### src/rtl/seg7_capture.sv
// seg7_capture: observes a multiplexed 7-segment display bus (digit selects
// plus segment lines, all active-low) and reconstructs the value shown on
// each digit. A digit is captured only after its select/segment pattern has
// been stable for STABLE_CYCLES consecutive registered samples.
module seg7_capture #(
    parameter int DIGITS        = 8,
    parameter int STABLE_CYCLES = 4
) (
    input  logic                  clk,
    input  logic                  rst_n,
    input  logic [DIGITS-1:0]     an,
    input  logic [7:0]            seg,
    output logic [4*DIGITS-1:0]   digit_val,
    output logic [DIGITS-1:0]     dot_val,
    output logic [DIGITS-1:0]     valid,
    output logic [DIGITS-1:0]     err,
    output logic                  upd,
    output logic [2:0]            upd_idx
);

    localparam int          SW         = DIGITS + 8;
    localparam logic [7:0]  STABLE_MAX = 8'(STABLE_CYCLES);

    // samp_p0 is the current registered sample, samp_p1 the one before it
    logic [SW-1:0] samp_p0;
    logic [SW-1:0] samp_p1;
    logic [7:0]    cnt;
    logic [7:0]    cnt_next;
    logic [3:0]    lowcnt;
    logic          sel_ok;
    logic [2:0]    sel_idx;
    logic          commit;
    logic          dec_legal;
    logic          dec_blank;
    logic [3:0]    dec_val;

    // Returns {legal, blank, value} for an active-low a..g pattern
    function automatic logic [5:0] decode(input logic [6:0] s);
        case (s)
            7'b1000000: decode = {2'b10, 4'h0};
            7'b1111001: decode = {2'b10, 4'h1};
            7'b0100100: decode = {2'b10, 4'h2};
            7'b0110000: decode = {2'b10, 4'h3};
            7'b0011001: decode = {2'b10, 4'h4};
            7'b0010010: decode = {2'b10, 4'h5};
            7'b0000010: decode = {2'b10, 4'h6};
            7'b1111000: decode = {2'b10, 4'h7};
            7'b0000000: decode = {2'b10, 4'h8};
            7'b0010000: decode = {2'b10, 4'h9};
            7'b0001000: decode = {2'b10, 4'hA};
            7'b0000011: decode = {2'b10, 4'hB};
            7'b1000110: decode = {2'b10, 4'hC};
            7'b0100001: decode = {2'b10, 4'hD};
            7'b0000110: decode = {2'b10, 4'hE};
            7'b0001110: decode = {2'b10, 4'hF};
            7'b1111111: decode = {2'b01, 4'h0};
            default:    decode = {2'b00, 4'h0};
        endcase
    endfunction

    // Selecting means exactly one active-low digit select in the sample
    always_comb begin
        lowcnt  = '0;
        sel_idx = '0;
        for (int i = 0; i < DIGITS; i++) begin
            if (!samp_p0[8+i]) begin
                lowcnt  = lowcnt + 4'd1;
                sel_idx = 3'(i);
            end
        end
        sel_ok = (lowcnt == 4'd1);
    end

    // Stability count and commit decision; commit fires once, on reaching the limit
    always_comb begin
        if (!sel_ok || (samp_p0 != samp_p1)) begin
            cnt_next = 8'd1;
        end else if (cnt >= STABLE_MAX) begin
            cnt_next = STABLE_MAX;
        end else begin
            cnt_next = cnt + 8'd1;
        end
        commit = sel_ok && (cnt_next == STABLE_MAX) && (cnt != STABLE_MAX);
        {dec_legal, dec_blank, dec_val} = decode(samp_p0[6:0]);
    end

    // Input sampling and stability counter; reset leaves the sample idle
    always_ff @(posedge clk or negedge rst_n) begin
        if (!rst_n) begin
            samp_p0 <= '1;
            samp_p1 <= '1;
            cnt     <= '0;
        end else begin
            samp_p0 <= {an, seg};
            samp_p1 <= samp_p0;
            cnt     <= cnt_next;
        end
    end

    // Per-digit result registers; only the committed digit is written
    always_ff @(posedge clk or negedge rst_n) begin
        if (!rst_n) begin
            digit_val <= '0;
            dot_val   <= '0;
            valid     <= '0;
            err       <= '0;
            upd       <= 1'b0;
            upd_idx   <= '0;
        end else begin
            upd <= commit;
            if (commit) begin
                upd_idx <= sel_idx;
            end
            for (int i = 0; i < DIGITS; i++) begin
                if (commit && (sel_idx == 3'(i))) begin
                    dot_val[i] <= ~samp_p0[7];
                    if (dec_legal) begin
                        digit_val[4*i +: 4] <= dec_val;
                        valid[i]            <= 1'b1;
                        err[i]              <= 1'b0;
                    end else if (dec_blank) begin
                        valid[i] <= 1'b0;
                        err[i]   <= 1'b0;
                    end else begin
                        valid[i] <= 1'b0;
                        err[i]   <= 1'b1;
                    end
                end
            end
        end
    end

endmodule
### config.mk
export PLATFORM = sky130hd
export DESIGN_NAME = seg7_capture
export DESIGN_NICKNAME = d
export VERILOG_FILES = /design/src/rtl/seg7_capture.sv
export SDC_FILE = /design/constraint.sdc
export NUM_CORES = 1
export LEC_CHECK = 0
export ABC_CLOCK_PERIOD_IN_PS = 5900
export CORE_AREA = 2 2 87 172
export CTS_CLUSTER_SIZE = 8
export DETAILED_ROUTE_END_ITERATION = 12
export DIE_AREA = 0 0 89 174
export GPL_TIMING_DRIVEN = 0
export HOLD_SLACK_MARGIN = 0.15
export PLACE_DENSITY = 0.54
export RECOVER_POWER = 25
export SYNTH_ARGS = -nofsm -noshare
export SYNTH_HDL_FRONTEND = slang
export SYNTH_SLANG_ARGS = --single-unit
### constraint.sdc
create_clock -name clk -period 5.9 [get_ports clk]
set_input_delay 1.18 -clock clk [delete_from_list [all_inputs] [get_ports clk]]
set_output_delay 1.18 -clock clk [all_outputs]
set_load 0.01 [all_outputs]
After elaboration in Yosys (flattened, before gate mapping) --
Cells that the tools add are included. W data, S select, Z words.
Storage, ports and cells: bits in registers 100, latch bits 0, memory bits (writable) 0, memory bits (read-only) 0, output and inout bits 60, word-level logic and storage cells 117, memories 0
Operators by class: $add $sub $neg 8, $mul 0, div/mod/pow operators 0, order comparisons 1, eq/ne operators 27, shifts and indexed selects 0, mux-type cells 21, bitwise operators 1, reduce and logical (&&, ||, !) cells 22
Operators with widths (number):
- $pmux W6 S17 | 1
- $eq A7 B7 Y1 const B | 5
- $add A4 B1 Y4 const B | 7
- $mux W4 | 7
- $eq A7 B5 Y1 const B | 3
- $eq A7 B6 Y1 const B | 3
- $mux W3 | 6
- $mux W8 | 2
- $ne A16 B16 Y1 | 1
- $reduce_and A2 Y1 | 8
- $eq A7 B2 Y1 const B | 2
- $eq A7 B4 Y1 const B | 2
- $eq A3 B3 Y1 const B | 4
- $logic_and A1 B1 Y1 | 10
- $add A8 B1 Y8 const B | 1
- $eq A8 B3 Y1 const B | 1
- $ge A8 B3 Y1 const B | 1
- $ne A8 B3 Y1 const B | 1
- $eq A7 B3 Y1 const B | 1
- $logic_not A7 Y1 | 1
- $eq A3 B2 Y1 const B | 2
- $mux W1 | 5
- $eq A4 B1 Y1 const B | 1
- $eq A3 B1 Y1 const B | 1
- other kinds (4) | 4

Longest topological paths before layout --
word-level depth 24, depth in mapped cells 24, gate-level depth less buffers 23

Worst setup path before layout --
No wires, ideal clock.
kind register to register, start point reg samp_p0[8], end point reg digit_val[8], library setup time 0.125 ns, arrival 4.744 ns, required time 5.775 ns, path slack 1.031 ns, stages on the path, launching flop included 24, path buffers 1, period minus slack after synthesis 4.869 ns, path through dfstp_2 -> inv_1 -> ha_1 -> xnor2_1 -> ha_1 -> nand2b_1 -> nand2_1 -> ha_1 -> nor2_1 -> nor2_1 -> ha_1 -> inv_1 -> o22ai_1 -> ha_1 -> nor2_1 -> nor2_1 -> ha_1 -> nor3b_1 -> a311oi_1 -> o22ai_1 -> nand2_1 -> buf_4 -> nor4_2 -> mux2_2
Between the ends: cells in the longest elaborated chain, start to end 24
RTL lines:
- from (decl) | line 25 | logic [SW-1:0] samp_p0;
- from (signal assigned) | line 94 | samp_p0 <= {an, seg};
- $mux W1 | line 66 | if (!samp_p0[8+i]) begin
- $add A4 B1 Y4 | line 67 | lowcnt = lowcnt + 4'd1;
- $mux W4 | line 66
- $add A4 B1 Y4 | line 67
- $mux W4 | line 66
- $add A4 B1 Y4 | line 67
- $mux W4 | line 66
- $add A4 B1 Y4 | line 67
- [... 7 more ...]
- $eq A4 B1 Y1 | line 71 | sel_ok = (lowcnt == 4'd1);
- $logic_not A1 Y1 | line 76 | if (!sel_ok || (samp_p0 != samp_p1)) begin
- $logic_or A1 B1 Y1 | line 76
- $mux W8 | line 76
- $eq A8 B3 Y1 | line 83 | commit = sel_ok && (cnt_next == STABLE_MAX) && (cnt != STABLE_MAX);
- $logic_and A1 B1 Y1 * (2 in a row) | line 83
- $logic_and A1 B1 Y1 * | line 115 | if (commit && (sel_idx == 3'(i))) begin
- $reduce_and A2 Y1 (no line) *
- to (signal, indexed assignment) | line 118 | digit_val[4*i +: 4] <= dec_val;
- to (decl) | line 13 | output logic [4*DIGITS-1:0] digit_val,
Mark *: on every way between the ends. The rest lies on a longest branch, timed or not. A chain may end at the register's enable or synchronous reset.

Worst setup path in the final report --
start point reg samp_p0[8], end point reg valid[6]
Between the ends: cells in the longest elaborated chain, start to end 23
RTL lines:
- $mux W1 | line 66
- $add A4 B1 Y4 | line 67
- $mux W4 | line 66
- $add A4 B1 Y4 | line 67
- $mux W4 | line 66
- $add A4 B1 Y4 | line 67
- $mux W4 | line 66
- $add A4 B1 Y4 | line 67
- [... 6 more ...]
- $mux W4 | line 66
- $eq A4 B1 Y1 | line 71
- $logic_not A1 Y1 | line 76
- $logic_or A1 B1 Y1 | line 76
- $mux W8 | line 76
- $eq A8 B3 Y1 | line 83
- $logic_and A1 B1 Y1 * (2 in a row) | line 83
- $logic_and A1 B1 Y1 * | line 115
- to (signal, indexed assignment) | line 119 | valid[i] <= 1'b1;
- to (signal, indexed assignment) | line 122 | valid[i] <= 1'b0;
- to (signal, indexed assignment) | line 125 | valid[i] <= 1'b0;
- to (decl) | line 15 | output logic [DIGITS-1:0] valid,
Marks and branches as above.

==> impl_results.md <==
- Post-Syn Area per Cell: 11.79 um2
- Initial DRC Count: 134
- Max cap viols: 2
- Cell Area, Placed: 5909 um2
- Critical path class: flip-flop to flip-flop
- WL met2: 6.669 mm
- Yosys top cell area share: 35.02%
- Yosys warns: 0
- Hold path start: samp_p0[2]
- Ys async rst share: 100.0%
- Most frequent cells in the layout: dfrtp_1 (68), clkdlybuf4s50_1 (60), mux2_1 (21)
- Wire length of the first global-routing pass: 19.65 mm
- Pins Over Slew Limit: 73
- Synth Cell Area: 4858 um2
- Overflow after GRT: 0
- Headroom to the max-slew limit: -14.02%
- Status: finished, violations left
- Violated checks: capacitance limit, slew limit
- Clock Latency Late Sink: 350 ps
- Crit path from: samp_p0[8]
- Cell taking the most area after synthesis: dfrtp_1
- Area grow syn2layout: 27.84%
- Die height: 174 um
- Rows: 62
- Port bufs: 77
- CTS root buffer: clkbuf_16
- Synthesized instance count: 412
- Die width: 89 um
- Worst hold path type: flip-flop to flip-flop
- Maximum clock insertion buffer count: 2
- Endpoint class of the critical path: flip-flop
- Post-synth EDFFs: 0
- # setup viols final: 0
- Post-CTS setup buffer count: 0
- H-tree depth: 3
- Worst-Margin Slew: 1710 ps
- Drt via density: 4.926
- GP Congestion: 0.8059
- GRT Util Overall: 16.52%
- Detail-routed net length per standard cell: 17.18 um
- CP Launch Type: flip-flop
- Top layer in use: met4
- Most common cell after layout, fill and taps aside: dfrtp_1
- Worst Path Required: 6130 ps
- Met3 Routed Length: 385 um
- Register clock-pin slew on the reported worst setup and hold paths: 70 ps
- Critical path arrival: 5640 ps
- Distinct cell type count of the synthesized netlist: 64
- Diode count: 0
- Final ANT Viol Nets: 0
- CTS Buf Count: 9
- CTS tree: yes
- Ports: 78
- Fin. Hold Viols: 0
- Tot Pwr: 1520 uW
- Max Clock Freq: 0.1849 GHz
- Final nets: 532
- Die ar.: 15490 um2
- Core box area: 14270 um2
- CP max FO: 10
- Detailed Route WL: 12.06 mm
- Synth Flop Type: dfrtp_1
- Clock Skew: 13.13 ps
- 1st-pass router iterations: 5
- Reg2Reg Launch Point: samp_p0[8]
- Setup TNS Final: 0 ps
- Initial core utilization: 34.04%
- Met1 Wirelength: 4.605 mm
- Drc violations: 0
- Vias in the first global route: 3753
- VDD IR max: 0.0001350 V
- Final HPWL DP: 9.093 mm
- Clock Sinks: 100
- Finished Cell Area: 6211 um2
- RSZ-0062 raised after global routing: false
- Final period util: 91.67%
- Leak: 0.002573 uW
- Initial antenna violation count: 0
- Largest net degree at the start of global routing: 73
- Cell Pwr Density: 244.8 nW/um2
- Worst hold slack: 367.5 ps
- Post-synthesis sequential element count: 100
- Vias: 3458
- Share of cells above drive strength 1: 16.47%
- Sequential share of the synthesized area: 52.33%
- Period minus WS final: 5408 ps
- Synth top area cells: dfrtp_1 (35%), dfstp_2 (17%), mux2_1 (4.9%)
==> flip-flops by register name (all words and copies together), names as in the netlist <==
| name | cells |
|---|---|
| cnt | 8 |
| digit_val | 32 |
| dot_val | 8 |
| err | 8 |
| samp_p0 | 16 |
| samp_p1 | 16 |
| upd | 1 |
| upd_idx | 3 |
| valid | 8 |
==> Yosys cell counts (all sizes together) (3+ instances only) <==
cell type  count
clkbuf        16
xnor2          9
dfstp         32
nor4b          4
a211oi         4
nor2b          3
a21oi          5
nand2b         7
nand2         19
a31oi          4
or3            7
nand4          8
mux2          42
mux2i          6
nand3          8
xor2          19
nor3           9
ha             9
o21ai         26
inv           21
nor4          15
o22ai          4
nor3b          3
nor2          15
dfrtp         68
and2           5
or4            6
buf            7
==> power by group <==
group	switching, uW	leakage, uW	internal, uW	total (uW)
Sequential	9.83	0.00126	705	715
Combinational	159	0.00117	79.9	239
Clock	271	0.000136	295	566
==> layout make-up <==
cell class                 instances  area (um2)
clock buffer                      10       229.0
clock inverter                     6       53.80
timing repair buffer              78       769.5
tap                              192       240.2
sequential                       100        2542
buffer                            23       93.84
inverter                          22       82.58
multi-input combinational        271        2200
fill                            1369        8063
==> metrics by stage <==
stage,util (%),instances,worst slack (ps)
2_1_floorplan,-,416,1031
4_1_cts,43.38,702,239.5
3_5_place_dp,41.40,686,288.0
6_report,43.51,702,491.6
3_3_place_gp,41.23,685,17.84
5_1_grt,43.51,702,90.94
==> cell families (layout without fill, tap and decap cells) <==
family | count (synthesis) | in the layout | share of synthesized area [%]
other cells | 1 | 5 | 0.07719
fa+ha+maj | 9 | 9 | 2.318
simple gates | 115 | 115 | 16.02
buf+inv | 45 | 139 | 3.631
xor+xnor | 29 | 29 | 5.872
mux | 48 | 48 | 11.13
compound gates | 65 | 65 | 8.627
flops | 100 | 100 | 52.33
==> final timing paths <==
kind                           endpoint  slack, ps  cells past startpoint
min reg2reg                  samp_p1[2]        370                      0
min in group asynchronous  digit_val[4]       1180                      1
min                          samp_p1[2]        370                      0
max in group asynchronous    dot_val[1]       2320                      2
max reg2reg                    valid[6]        490                     22
max                            valid[6]        490                     22
==> worst max-delay path, cell delays in order, from the launching register on <==
cell,delay (ps)
dfstp_1,600
inv_1,70
ha_1,230
nand2b_1,180
and2_1,170
ha_1,300
nor2b_1,140
a311oi_2,370
nor2_1,90
ha_1,280
inv_1,50
o22ai_2,230
ha_1,290
nor2_1,90
nor2_1,60
ha_1,300
a211oi_1,240
o22ai_1,140
o2111ai_1,220
nand2_1,160
buf_4,250
nor4b_4,450
mux2_1,370
==> timing repair <==
action / CTS / global route
hold buffers: 0 / 0
setup endpoints to repair: 0 / 38
gates resized for setup: 0 / 6
==> routing by layer <==
layer | vias to the layer above | track usage, %
li1 | 1651 | -
met3 | 19 | 2.564
met1 | 1717 | 19.42
met2 | 71 | 28.67
met5 | - | 0
met4 | 0 | 7.525
(Power assumes the default switching activity.)
